===== config.mk =====
export PLATFORM = sky130hd
export DESIGN_NAME = dit_fft_ctrl
export DESIGN_NICKNAME = d
export VERILOG_FILES = /design/src/rtl/dit_fft_ctrl_pkg.sv /design/src/rtl/dit_fft_ctrl_obuf.sv /design/src/rtl/dit_fft_ctrl.sv
export SDC_FILE = /design/constraint.sdc
export NUM_CORES = 1
export LEC_CHECK = 0
export ABC_AREA = 1
export BUFFER_PORTS_ARGS = -buffer_cell sky130_fd_sc_hd__buf_2
export CORE_AREA = 2 2 234 236
export CTS_CLUSTER_DIAMETER = 100
export DETAILED_ROUTE_END_ITERATION = 6
export DIE_AREA = 0 0 236 238
export HOLD_SLACK_MARGIN = 0.03
export PLACE_DENSITY = 0.78
export SLEW_MARGIN = 20
export SYNTH_ARGS = -nofsm -noshare
export SYNTH_HDL_FRONTEND = slang
export SYNTH_SLANG_ARGS = --single-unit

===== constraint.sdc =====
create_clock -name clk -period 38.9 [get_ports clk]
set_input_delay 7.78 -clock clk [delete_from_list [all_inputs] [get_ports clk]]
set_output_delay 7.78 -clock clk [all_outputs]
set_load 0.005 [all_outputs]

===== src/rtl/dit_fft_ctrl_pkg.sv =====
// Shared constants, load-FSM states and index helper for the 8-point DIT FFT sequencer.
package dit_fft_ctrl_pkg;

   localparam int N_PTS = 8;
   localparam int IDX_W = 3;

   typedef enum logic [1:0] {
      FILL    = 2'd0,
      COMPUTE = 2'd1,
      WAIT    = 2'd2
   } load_st_t;

   // Sample/bin indices wrap naturally at N_PTS.
   function automatic logic [IDX_W-1:0] next_idx(input logic [IDX_W-1:0] idx);
      return idx + IDX_W'(1);
   endfunction

endpackage


===== src/rtl/dit_fft_ctrl_obuf.sv =====
// Output frame register file and drain logic.
// Presents captured core results in natural bin order and counts drained frames.
module dit_fft_ctrl_obuf
   import dit_fft_ctrl_pkg::*;
#(
   parameter int DW = 32
) (
   input  logic                clk,
   input  logic                rst,
   input  logic                capture,
   input  logic [N_PTS*DW-1:0] core_xk,
   input  logic                m_ready,
   output logic                m_valid,
   output logic [DW-1:0]       m_data,
   output logic [IDX_W-1:0]    m_index,
   output logic                m_last,
   output logic [15:0]         frame_cnt,
   output logic                free
);

   logic [DW-1:0] out_buf [N_PTS];

   assign m_data = out_buf[m_index];
   assign m_last = m_valid && (m_index == IDX_W'(N_PTS-1));
   assign free   = !m_valid || (m_ready && m_last);

   // A capture wins over the last-beat clear, so back-to-back frames leave no valid gap.
   always_ff @(posedge clk) begin
      if (rst) begin
         m_valid   <= 1'b0;
         m_index   <= '0;
         frame_cnt <= '0;
         for (int k = 0; k < N_PTS; k++) out_buf[k] <= '0;
      end else begin
         if (m_valid && m_ready) begin
            m_index <= next_idx(m_index);
            if (m_last) begin
               frame_cnt <= frame_cnt + 16'd1;
               m_valid   <= 1'b0;
            end
         end
         if (capture) begin
            for (int k = 0; k < N_PTS; k++) out_buf[k] <= core_xk[k*DW +: DW];
            m_valid <= 1'b1;
            m_index <= '0;
         end
      end
   end

endmodule


===== src/rtl/dit_fft_ctrl.sv =====
// Streaming sequencer for the 8-point combinational dit_fft core.
// Loads a frame, holds it on the core for CORE_LAT cycles, then hands results to the output buffer.
module dit_fft_ctrl
   import dit_fft_ctrl_pkg::*;
#(
   parameter int DW       = 32,
   parameter int CORE_LAT = 1
) (
   input  logic                clk,
   input  logic                rst,
   input  logic                s_valid,
   output logic                s_ready,
   input  logic [DW-1:0]       s_data,
   output logic [N_PTS*DW-1:0] core_xn,
   input  logic [N_PTS*DW-1:0] core_xk,
   output logic                m_valid,
   input  logic                m_ready,
   output logic [DW-1:0]       m_data,
   output logic [IDX_W-1:0]    m_index,
   output logic                m_last,
   output logic [15:0]         frame_cnt,
   output logic                busy
);

   localparam int CW = (CORE_LAT > 1) ? $clog2(CORE_LAT) : 1;

   load_st_t         load_st, load_nx;
   logic [IDX_W-1:0] in_idx;
   logic [CW-1:0]    lat_cnt;
   logic [DW-1:0]    in_buf [N_PTS];
   logic             s_fire, lat_done, capture, free;

   assign s_ready  = (load_st == FILL) && !rst;
   assign s_fire   = s_valid && s_ready;
   assign lat_done = (lat_cnt == CW'(CORE_LAT-1));
   assign busy     = (load_st != FILL) || (in_idx != '0) || m_valid;

   for (genvar k = 0; k < N_PTS; k++) begin : g_xn
      assign core_xn[k*DW +: DW] = in_buf[k];
   end

   // Capture only when the output buffer can take a whole frame; otherwise park in WAIT.
   always_comb begin
      load_nx = load_st;
      capture = 1'b0;
      case (load_st)
         FILL: begin
            if (s_fire && (in_idx == IDX_W'(N_PTS-1))) load_nx = COMPUTE;
         end
         COMPUTE: begin
            if (lat_done) begin
               if (free) begin
                  capture = 1'b1;
                  load_nx = FILL;
               end else begin
                  load_nx = WAIT;
               end
            end
         end
         WAIT: begin
            if (free) begin
               capture = 1'b1;
               load_nx = FILL;
            end
         end
         default: load_nx = FILL;
      endcase
   end

   always_ff @(posedge clk) begin
      if (rst) begin
         load_st <= FILL;
         in_idx  <= '0;
         lat_cnt <= '0;
         for (int k = 0; k < N_PTS; k++) in_buf[k] <= '0;
      end else begin
         load_st <= load_nx;
         if (s_fire) begin
            in_buf[in_idx] <= s_data;
            in_idx         <= next_idx(in_idx);
         end
         lat_cnt <= (load_st == COMPUTE && !lat_done) ? lat_cnt + CW'(1) : '0;
      end
   end

   dit_fft_ctrl_obuf #(.DW(DW)) u_obuf (
      .clk       (clk),
      .rst       (rst),
      .capture   (capture),
      .core_xk   (core_xk),
      .m_ready   (m_ready),
      .m_valid   (m_valid),
      .m_data    (m_data),
      .m_index   (m_index),
      .m_last    (m_last),
      .frame_cnt (frame_cnt),
      .free      (free)
   );

endmodule


### After elaboration in Yosys (flattened, before gate mapping)

Memory sizes are Yosys's and may differ from the RTL's. A register that Yosys moved wholly into a read port is not among the register bits.
Index checks and enable logic that the tools add are counted.

| storage, ports and cells | value |
|---|---|
| register bits after elaboration | 26 |
| RAM bits | 512 |
| bits of input ports | 292 |
| word-level logic and storage cells | 83 |
| memories | 2 |

Memory list:

| name | depth | bits a word | read ports | clocked after memory_dff | write ports | RTL line | source |
|---|---|---|---|---|---|---|---|
| in_buf | 8 | 32 | 8 | 0 | 8 | dit_fft_ctrl.sv:30 | `logic [DW-1:0] in_buf [N_PTS];` |
| u_obuf.out_buf | 8 | 32 | 1 | 1 | 8 | dit_fft_ctrl_obuf.sv:21 | `logic [DW-1:0] out_buf [N_PTS];` |

| cells by class | value |
|---|---|
| add/subtract/negate cells | 4 |
| equal/unequal tests | 7 |
| mux-type cells | 32 |
| bitwise logic cells | 9 |
| reductions and logical operators | 23 |

Operators with widths:

| kind | count |
|---|---|
| $mux 32 | 9 |
| $reduce_or 32->1 | 1 |
| $add 16x1->16 const B | 1 |
| $mux 1 | 14 |
| $mux 3 | 3 |
| $mux 2 | 4 |
| $or 1x1->1 | 8 |
| $logic_and 1x1->1 | 7 |
| $add 3x1->3 const B | 2 |
| $eq 3x3->1 const B | 2 |
| $pmux 2 s3 | 1 |
| $reduce_bool 2->1 | 3 |
| $ne 2x2->1 const B | 2 |
| $reduce_and 2->1 | 2 |
| $reduce_or 2->1 | 2 |
| $logic_or 1x1->1 | 3 |
| $reduce_and 3->1 | 1 |
| $reduce_bool 3->1 | 1 |
| $eq 2x1->1 const B | 1 |
| $eq 2x2->1 const B | 1 |
| $logic_not 1->1 | 2 |
| $logic_not 2->1 | 1 |
| $ne 2x1->1 const B | 1 |
| $pmux 1 s2 | 1 |
| other kinds (2) | 2 |

### Longest topological paths before layout

Gate-level depths: netlist of run 1.

| logic depth | value |
|---|---|
| depth in word-level cells | 11 |
| depth in mapped cells | 10 |
| mapped depth without buffers | 10 |

### Hierarchy

From an unflattened synthesis of run 1, not the netlist that was laid out.

| second synthesis, totals | value |
|---|---|
| cells, all modules | 2,120 |
| area, all modules | 22,756.8 µm² |

By module, submodules not included:

| module | instances | cells each | area an instance (µm²) |
|---|---|---|---|
| dit_fft_ctrl_obuf | 1 | 1,477 | 13,151.4 |
| dit_fft_ctrl | 1 | 643 | 9,605.5 |

### Worst setup path after synthesis of run 1

OpenSTA, ideal clock, no wires.

| timing | value |
|---|---|
| kind | input to register |
| from | input m_ready |
| to | memory u_obuf.out_buf[0][0], enable pin |
| setup time | 0.912 ns |
| data arrival time | 19.373 ns |
| data required time | 37.988 ns |
| path slack | 18.614 ns |
| stages | 4 |
| cells stage by stage | nand3_4 -> nand2_2 -> nand2_2 -> o21ai_1 |

RTL lines:

| item | RTL line | source |
|---|---|---|
| start, declared | dit_fft_ctrl.sv:17 | `input logic m_ready,` |
| end, declared | dit_fft_ctrl_obuf.sv:21 |  |

### Final worst setup path of run 1

| timing | value |
|---|---|
| from | input rst |
| to | output s_ready |

| between the ends | value |
|---|---|
| cells in the longest elaborated chain, start to end | 2 |

Ends and longest elaborated chain:

| item | RTL line | source |
|---|---|---|
| start, declared | dit_fft_ctrl.sv:10 | `input logic rst,` |
| $logic_not 1->1 | dit_fft_ctrl.sv:33 | `assign s_ready = (load_st == FILL) && !rst;` |
| $logic_and 1x1->1 | dit_fft_ctrl.sv:33 |  |
| end, declared | dit_fft_ctrl.sv:12 | `output logic s_ready,` |

Every way passes these cells.

==> results of run 1 <==
==> critical path: cells and delay by family <==
kind          cells  cell delay [ps]
simple gates      1              160
buf+inv           2              810
==> final cells by class <==
type	count	area (sq um)	area share [%]
Inverter	316	1190	4.21
Timing Repair Buffer	622	3170	11.2
Clock buffer	67	1440	5.10
Tap cell	696	871	3.08
Sequential cell	541	16000	56.5
Antenna cell	8	20.0	0.0709
Multi-Input combinational cell	1154	5280	18.7
Clock inverter	35	325	1.15
==> state kept, by name, summed over array words and instances (netlist names), named ones only <==
signal and flops:
in_buf 256, in_idx 3, lat_cnt 1, load_st 2, u_obuf.frame_cnt 16, u_obuf.m_index 3
u_obuf.m_valid 1, u_obuf.out_buf 256
==> through the flow <==
step,area (sq um),util [%]
floorplan,23000,-
global placement,26500,49.5
detailed placement,26500,49.5
CTS,28200,52.8
global route,28300,52.8
finish,28300,52.8
==> how the worst max path moves through the flow <==
| stage | slack [ps] | cells after the start | to |
|---|---|---|---|
| floorplan | 18610 | 4 | u_obuf.out_buf[0][0]$_SDFFCE_PN0P_ |
| global placement | 22300 | 3 | s_ready |
| detailed placement | 22290 | 3 | s_ready |
| CTS | 22290 | 3 | s_ready |
| global route | 22280 | 3 | s_ready |
| finish | 22360 | 3 | s_ready |
==> metal layers <==
| layer | global-route usage, % | wire (microns) | up-vias |
|---|---|---|---|
| li1 | - | - | 7920 |
| met1 | 26.6 | 23600 | 7996 |
| met2 | 39.8 | 33100 | 979 |
| met3 | 5.22 | 5850 | 153 |
| met4 | 10.9 | 3170 | 0 |
| met5 | 0 | 0 | - |
==> synth_stat cells (all sizes together) <==
master / instances
nand4: 2
nor2: 747
nor3b: 1
o21ai: 201
a21oi: 14
nor3: 5
buf: 56
inv: 316
ha: 10
nand2: 153
nand3: 17
xnor2: 1
clkbuf: 49
xor2: 2
conb: 1
edfxtp: 512
dfxtp: 29
==> kinds of logic after synthesis <==
family / after synthesis / synth area share [%]
AO/OA/AOI/OAI: 215 / 4.67
XOR/XNOR: 3 / 0.114
adder cells (fa/ha/maj): 10 / 0.544
buffers and inverters: 421 / 7.94
flip-flops: 541 / 69.3
other: 1 / 0.0163
AND/OR/NAND/NOR: 925 / 17.4
==> power by group through the flow <==
stage	registers [mW]	clock network, mW	logic [mW]
floorplan	0.690	0	0.0339
global placement	0.683	0	0.0832
detailed placement	0.684	0	0.0845
CTS	0.672	0.525	0.0850
global route	0.674	0.549	0.0922
finish	0.672	0.518	0.0845
==> qor.txt, run 1 <==
outcome: finished clean
first-pass GRT wire length: 97.0 mm
Syn Area/Cell: 10.9 sq um
r2r setup slk: 35,680 ps
Synth Cell Area: 23,000 sq um
peak supply drop: 31.3 uV
starting density of the core: 43.0%
FF-to-FF End: u_obuf.out_buf[0][18]$_SDFFCE_PN0P_
post-synth top area cell: edfxtp_1
Post-Route Setup TNS: 0 ps
gr usage total: 22.8%
RSZ-0062 raised after global routing: false
combinational power share: 6.6%
largest net degree at the start of global routing: 98
Least-Margin Pin Slew: 1060 ps
fillcell total: 4,534
power per cell area: 45.1 nW/um^2
Worst Hold Class: register to register
TritonCTS Sinks: 541
Critical Path Fanout Max: 75
Yosys top cell area share: 66.8%
site row count: 85
Post-Layout Cell Count: 3,439
top post-synthesis cells by area: edfxtp_1 67%, nor2_1 11%, inv_1 5.1%
CTS clock-pin slew for the worst setup and hold paths: 60 ps
CTS root buf: clkbuf_16
number of cells produced by synthesis: 2,116
Register-to-Register Path Depth: 8
nets: 2,992
sequential share of the synthesized area: 69.3%
gpl congestion: 0.852
H-tree levels: 2
DRT Wirelength: 65.8 mm
Hold Fails Final Rpt: 0
clk_lat worst skew: 620 ps
Iter 0 DRT Violations: 1,463
launch point of the worst path: rst
CTS Buf Count: 55
vias in the first global route: 16,500
commonest non-fill, non-tap cell in the layout: nor2_1
CTS tree: done
PortBufs: 602
Area Growth Syn to Fin: 22.7%
die height: 238 microns
number of post-CTS setup repair buffers: 0
DR DRC count: 0
Clock Power Share: 40.6%
RR Startpoint: u_obuf.m_index[0]$_SDFFE_PP0P_
post_cts resized: 0
CP endpoint kind: output pin
Final min period: 16,540 ps
Setup Viol. Count Final: 0
# IOs: 603
Sw Share: 22.7%
relative slew slack: 29.3%
startpoint types: input port
max-slew violations: 0
DR vias: 17,000
hold path endpoint: load_st[1]$_SDFFE_PP0P_
clk buf depth: 3
CP max-delay cell: buf_4
share of power burned in registers: 52.7%
internal power: 0.985 mW
crit path cell chain: buf_4, nor2_1, buf_2
Total Power: 1.27 mW
static leakage: 13.0 nW
P_sw: 0.290 mW
placed cells: 3,329
initial antenna violation count: 8
worst hold path cell count: 2
post-DP HPWL: 45.5 mm
FMAX: 60.5 MHz
Avg WL per Cell: 19.1 microns
critical hold path startpoint: load_st[1]$_SDFFE_PP0P_
drt via density: 4.96
Post-Syn Nets: 2,418
Worst path max stage delay: 630 ps
CP Data Arrival Time: 8760 ps
crit path kind: input port to output pin
period utilization: 42.5%
layout cells sized above 1: 28.6%
chip width: 236 microns
core outline area: 53,500 sq um
Die ar.: 56,200 sq um
#FFs+latches synth: 541
Worst Path Required: 31,120 ps
distinct cell type count after synthesis: 28
Congestion Overflow GR: 0
drt pass-1 iters: 7
Post-CTS Hold Buffers: 0
pre-CTS WS: 22,290 ps
clock skew: 40.1 ps
setup slack after layout: 22,360 ps
Synth warnings: 0
Max Cap Viol: 0
most frequent cells in the layout: 683 x nor2_1, 601 x buf_2, 512 x edfxtp_1
Hold Slack: 489 ps
Routed Antenna Nets: 0
(Power assumes the default switching activity.)
==> run 2, diff against run 1 <==
- ABC_AREA: 1 -> 0
- CORE_AREA: 2 2 234 236 -> 2 2 233 235
- DIE_AREA: 0 0 236 238 -> 0 0 235 237
- PLACE_DENSITY: 0.78 -> 0.77
- clock period: 38.9 -> 15.3 ns (I/O delays scaled with it)
==> qor.txt, run 2 <==
drt via density: 5.13 (was 4.96)
CP Data Arrival Time: 3640 ps (was 8760 ps)
Worst Path Required: 12,240 ps (was 31,120 ps)
Avg WL per Cell: 23.1 microns (was 19.1 microns)
combinational power share: 5.4% (was 6.6%)
relative slew slack: 26.4% (was 29.3%)
Syn Area/Cell: 16.2 sq um (was 10.9 sq um)
Largest delay share family, worst path: buffers and inverters (unchanged)
CP endpoint kind: output pin (unchanged)
sequential share of the synthesized area: 72.2% (was 69.3%)
number of cells produced by synthesis: 1,363 (was 2,116)
ys async rst share: 0% (unchanged)
outcome: finished clean (unchanged)
most frequent cells in the layout: 601 x buf_2, 512 x edfxtp_1, 449 x and2_1 (was 683 x nor2_1, 601 x buf_2, 512 x edfxtp_1)
max-slew violations: 0 (unchanged)
crit path cell chain: buf_4, nor2b_1, buf_2 (was buf_4, nor2_1, buf_2)
DRT Wirelength: 62.8 mm (was 65.8 mm)
P_sw: 0.680 mW (was 0.290 mW)
Post-DP Area: 25,800 sq um (was 26,500 sq um)
PortBufs: 602 (unchanged)
startpoint types: input port (unchanged)
FMAX: 149 MHz
Finished Cell Area: 27,700 sq um (was 28,300 sq um)
met3 wire len: 7.93 mm (was 5.85 mm)
TritonCTS Sinks: 541 (unchanged)
sum of buffers and inverters on the critical path: 2 (unchanged)
first-pass GRT wire length: 90.3 mm (was 97.0 mm)
distinct cell type count after synthesis: 36 (was 28)
Post-Syn Nets: 1,665 (was 2,418)
static leakage: 11.3 nW (was 13.0 nW)
commonest non-fill, non-tap cell in the layout: buf_2 (was nor2_1)
RR Startpoint: u_obuf.m_index[0]$_SDFFE_PP0P_ (unchanged)
Sw Share: 21.4% (was 22.7%)
Final min period: 6700 ps
post_cts resized: 0 (unchanged)
post-synth top area cell: edfxtp_1 (unchanged)
Post-CTS Hold Buffers: 0 (unchanged)
FF-to-FF End: u_obuf.out_buf[4][9]$_SDFFCE_PN0P_ (was u_obuf.out_buf[0][18]$_SDFFCE_PN0P_)
nets: 2,265 (was 2,992)
worst hold path cell count: 2 (unchanged)
Hold Fails Final Rpt: 0 (unchanged)
fillcell total: 4,315 (was 4,534)
Routed Antenna Nets: 0 (unchanged)
crit path kind: input port to output pin (unchanged)
site row count: 85 (unchanged)
Worst Hold Class: register to register (unchanged)
peak supply drop: 102 uV (was 31.3 uV)
share of power burned in registers: 53.6% (was 52.7%)
chip width: 235 microns (was 236 microns)
RSZ-0062 raised after global routing: false (unchanged)
Max Cap Viol: 0 (unchanged)
CTS tree: done (unchanged)
initial antenna violation count: 19 (was 8)
DR DRC count: 0 (unchanged)
clk_lat worst skew: 600 ps (was 620 ps)
top post-synthesis cells by area: edfxtp_1 70%, and2_1 13%, mux4_2 6.5% (was edfxtp_1 67%, nor2_1 11%, inv_1 5.1%)
gr usage total: 21.9% (was 22.8%)
drt pass-1 iters: 6 (was 7)
most common cell in the netlist: edfxtp_1 (was nor2_1)
CTS Buf Count: 55 (unchanged)
Post-synth EDFFs: 512 (unchanged)
# IOs: 603 (unchanged)
starting density of the core: 41.5% (was 43.0%)
number of post-CTS setup repair buffers: 0 (unchanged)
Congestion Overflow GR: 0 (unchanged)
Largest regs: in_buf (256), u_obuf.out_buf (256), u_obuf.frame_cnt (16) (unchanged)
core outline area: 53,300 sq um (was 53,500 sq um)
M1 wire length: 22.6 mm (was 23.6 mm)
layout cells sized above 1: 40.7% (was 28.6%)
period utilization: 43.8%
Iter 0 DRT Violations: 1,183 (was 1,463)
power per cell area: 115 nW/um^2 (was 45.1 nW/um^2)
Die ar.: 55,700 sq um (was 56,200 sq um)
CTS root buf: clkbuf_16 (unchanged)
post-DP HPWL: 43.0 mm (was 45.5 mm)
vias in the first global route: 14,500 (was 16,500)
CP max-delay cell: nor2b_1 (was buf_4)
Setup Viol. Count Final: 0 (unchanged)
Total Power: 3.18 mW (was 1.27 mW)
Critical Path Fanout Max: 24 (was 75)
Detail Route met2 WL: 30.3 mm (was 33.1 mm)
die height: 237 microns (was 238 microns)
Area Growth Syn to Fin: 25.2% (was 22.7%)
internal power: 2.50 mW (was 0.985 mW)
Register-to-Register Path Depth: 8 (unchanged)
largest net degree at the start of global routing: 128 (was 98)
Worst path max stage delay: 210 ps (was 630 ps)
Synth warnings: 0 (unchanged)
DR vias: 13,900 (was 17,000)
Hold Slack: 500 ps (was 489 ps)
CTS clock-pin slew for the worst setup and hold paths: 60 ps (about the same)
H-tree levels: 2 (unchanged)
critical hold path startpoint: u_obuf.m_index[1]$_SDFFE_PP0P_ (was load_st[1]$_SDFFE_PP0P_)
clock skew: 14.5 ps (was 40.1 ps)
gpl congestion: 0.863 (was 0.852)
most frequent cells after synthesis: 512 x edfxtp_1, 449 x and2_1, 67 x nor2b_1 (was 683 x nor2_1, 512 x edfxtp_1, 315 x inv_1)
Post-Route Setup TNS: 0 ps (unchanged)
#FFs+latches synth: 541 (unchanged)
Least-Margin Pin Slew: 1100 ps (was 1060 ps)
Clock Power Share: 41.0% (was 40.6%)
Synth Cell Area: 22,100 sq um (was 23,000 sq um)
max layer used: met5 (was met4)
Yosys top cell area share: 69.6% (was 66.8%)
clk buf depth: 3 (unchanged)
ys flop type: edfxtp_1 (unchanged)
r2r setup slk: 10,600 ps (was 35,680 ps)
[run 2: power groups by stage]
stage          clock network [mW]  logic (mW)  registers [mW]
2_1_floorplan                   0      0.0532            1.74
6_report                     1.30       0.172            1.70
3_3_place_gp                    0       0.169            1.73
5_1_grt                      1.38       0.185            1.71
4_1_cts                      1.32       0.173            1.70
3_5_place_dp                    0       0.172            1.73
[run 2: through the flow]
step	util (%)	setup WS [ps]	cells
after global placement	48.5	8340	2600
after CTS	51.8	8600	2703
after detailed placement	48.5	8180	2600
after floorplan	-	4830	1363
final	51.9	8600	2716
after global routing	51.9	8520	2713
[run 2: worst max path at each step]
stage / depth (start not counted) / from / slack [ps] / end
6_report: 3 / rst / 8600 / s_ready
3_5_place_dp: 7 / m_ready / 8180 / u_obuf.out_buf[7][4]$_SDFFCE_PP0P_
3_3_place_gp: 7 / m_ready / 8340 / u_obuf.out_buf[1][5]$_SDFFCE_PN0P_
2_1_floorplan: 3 / rst / 4830 / u_obuf.out_buf[0][0]$_SDFFCE_PN0P_
5_1_grt: 7 / m_ready / 8520 / u_obuf.out_buf[3][8]$_SDFFCE_PN0P_
4_1_cts: 3 / rst / 8600 / s_ready
[run 2: area by class of cell]
class / count / area, sq um / share of cell area, %
tap: 696 / 871 / 3.15
antenna: 11 / 27.5 / 0.0995
clock buffer: 76 / 1550 / 5.60
timing repair buffer: 619 / 3170 / 11.5
sequential: 541 / 16000 / 57.7
multi-input combinational: 740 / 5850 / 21.2
inverter: 6 / 22.5 / 0.0814
clock inverter: 27 / 206 / 0.746
[run 2: routing by layer]
layer / GRT usage (%) / up-vias
met1: 25.1 / 6964
met2: 36.5 / 733
met3: 9.79 / 122
met4: 7.38 / 16
li1: - / 6104
met5: 0 / -
[run 2: tightest hold or removal path: stages (launching register included)]
cell and delay (ps):
dfxtp_1 330, nand2_1 60, a21oi_1 70
[run 2: cell families (layout without fill, tap and decap cells)]
group                      after synthesis  count (layout)  synth area share (%)
and+or+nand+nor                        599             599                  16.5
DFF                                    541             541                  72.2
adders and majority gates               10              10                 0.566
xor gates and xnor gates                12              12                 0.476
other                                    1              12                0.0170
muxes                                   99              99                  8.30
buffers and inverters                   82             728                  1.44
AOI/OAI and AO/OA                       19              19                 0.510
==> run 3, diff against run 2 <==
- CORE_AREA: 2 2 233 235 -> 2 2 238 240
- DIE_AREA: 0 0 235 237 -> 0 0 240 242
- clock period: 15.3 -> 5.6 ns (I/O delays scaled with it)
==> qor.txt, run 3 (same netlist as run 2, synthesis figures left out) <==
initial antenna violation count: 11 (was 19)
clock skew: 18.8 ps (was 14.5 ps)
Hold Slack: 490 ps (was 500 ps)
Hold Fails Final Rpt: 0 (unchanged)
Post-CTS Hold Buffers: 0 (unchanged)
PortBufs: 602 (unchanged)
critical hold path startpoint: u_obuf.frame_cnt[15]$_SDFFE_PP0P_ (was u_obuf.m_index[1]$_SDFFE_PP0P_)
Final min period: 4080 ps
die height: 242 microns (was 237 microns)
relative slew slack: 29.2% (was 26.4%)
Max Cap Viol: 0 (unchanged)
Critical Path Fanout Max: 42 (was 24)
crit path kind: register to output pin (was input port to output pin)
Post-Route Setup TNS: 0 ps (unchanged)
DR vias: 13,900 (about the same)
share of power burned in registers: 52.0% (was 53.6%)
TritonCTS Sinks: 541 (unchanged)
Clock Power Share: 42.7% (was 41.0%)
H-tree levels: 2 (unchanged)
drt pass-1 iters: 5 (was 6)
Die ar.: 58,100 sq um (was 55,700 sq um)
met3 wire len: 8.01 mm (was 7.93 mm)
Avg WL per Cell: 22.5 microns (was 23.1 microns)
CP endpoint kind: output pin (unchanged)
clk_lat worst skew: 610 ps (was 600 ps)
period utilization: 72.9%
drt via density: 5.00 (was 5.13)
gr usage total: 20.8% (was 21.9%)
chip width: 240 microns (was 235 microns)
Worst Path Required: 4480 ps (was 12,240 ps)
Setup Viol. Count Final: 0 (unchanged)
gpl congestion: 0.897 (was 0.863)
Area Growth Syn to Fin: 26.4% (was 25.2%)
static leakage: 11.4 nW (was 11.3 nW)
core outline area: 55,700 sq um (was 53,300 sq um)
M1 wire length: 22.9 mm (was 22.6 mm)
startpoint types: register (was input port)
Worst Hold Class: register to register (unchanged)
CTS root buf: clkbuf_16 (unchanged)
first-pass GRT wire length: 90.7 mm (was 90.3 mm)
starting density of the core: 39.6% (was 41.5%)
DR DRC count: 0 (unchanged)
max layer used: met5 (unchanged)
CP Data Arrival Time: 2960 ps (was 3640 ps)
commonest non-fill, non-tap cell in the layout: buf_2 (unchanged)
post_cts resized: 0 (unchanged)
Total Power: 8.95 mW (was 3.18 mW)
nets: 2,270 (was 2,265)
vias in the first global route: 14,400 (was 14,500)
P_sw: 1.93 mW (was 0.680 mW)
Sw Share: 21.6% (was 21.4%)
clk buf depth: 3 (unchanged)
DRT Wirelength: 62.6 mm (was 62.8 mm)
placed cells: 2,665 (was 2,600)
combinational power share: 5.3% (was 5.4%)
# IOs: 603 (unchanged)
max-slew violations: 0 (unchanged)
layout cells sized above 1: 41.2% (was 40.7%)
site row count: 87 (was 85)
Iter 0 DRT Violations: 1,040 (was 1,183)
FMAX: 245 MHz
RSZ-0062 raised after global routing: false (unchanged)
Largest regs: in_buf (256), u_obuf.out_buf (256), u_obuf.frame_cnt (16) (unchanged)
internal power: 7.02 mW (was 2.50 mW)
largest net degree at the start of global routing: 125 (was 128)
Routed Antenna Nets: 0 (unchanged)
Least-Margin Pin Slew: 1060 ps (was 1100 ps)
number of post-CTS setup repair buffers: 0 (unchanged)
power per cell area: 321 nW/um^2 (was 115 nW/um^2)
CTS tree: done (unchanged)
Detail Route met2 WL: 30.1 mm (was 30.3 mm)
post-DP HPWL: 43.5 mm (was 43.0 mm)
peak supply drop: 279 uV (was 102 uV)
CTS Buf Count: 57 (was 55)
Post-Layout Cell Count: 2,780 (was 2,716)
CTS clock-pin slew for the worst setup and hold paths: 60 ps (about the same)
most frequent cells in the layout: 601 x buf_2, 512 x edfxtp_1, 449 x and2_1 (unchanged)
RR Startpoint: load_st[1]$_SDFFE_PP0P_ (was u_obuf.m_index[0]$_SDFFE_PP0P_)
outcome: finished clean (unchanged)
Congestion Overflow GR: 0 (unchanged)
[run 3: cell count changes in the layout (fill, tap and decap cells not counted), sizes merged]
cell / delta
clkinvlp: -1
clkbuf: -4
bufinv: +4
buf: +3
inv: +1
clkinv: +4
diode: -3
[run 3: final timing paths]
path	end	slack [ps]	depth (start not counted)
setup / recovery	m_data[10]	1520	4
hold / removal	u_obuf.frame_cnt[15]$_SDFFE_PP0P_	490	2
setup reg to reg	in_buf[1][5]$_SDFFCE_PN0P_	2590	7
hold reg to reg	u_obuf.frame_cnt[15]$_SDFFE_PP0P_	490	2
[run 3: area by class of cell]
cell class	count	area, sq um
repair buffers	622	3210
diodes	8	20.0
flip-flops and latches	541	16000
clock inverters	35	350
multi-input cells	740	5850
clock buffers	72	1540
fillers	4672	27800
well taps	756	946
inverters	6	22.5
[run 3: per-layer routing]
layer / GRT usage (%) / vias up
met1: 24.8 / 6917
li1: - / 6115
met3: 8.51 / 115
met5: 0 / -
met2: 34.7 / 743
met4: 5.83 / 14
[run 3: power by group through the flow]
stage	sequential (mW)	combinational (mW)	clock, mW
floorplan	4.74	0.146	0
global placement	4.73	0.465	0
detailed placement	4.74	0.474	0
CTS	4.66	0.477	3.88
global route	4.67	0.507	4.03
finish	4.65	0.473	3.82
[run 3: per-stage QoR]
step	instance area, sq um	setup slack (ps)	util [%]
after floorplan	22100	110	-
after global placement	26000	1990	46.6
after detailed placement	26000	1860	46.6
after CTS	27900	1410	50.0
after global routing	27900	1300	50.0
final	27900	1520	50.1
[run 3: worst max-delay path, stage by stage, from the launching register on]
cell and delay (ps):
dfxtp_4 890, buf_4 410, mux4_2 570, mux2_2 280, buf_2 130
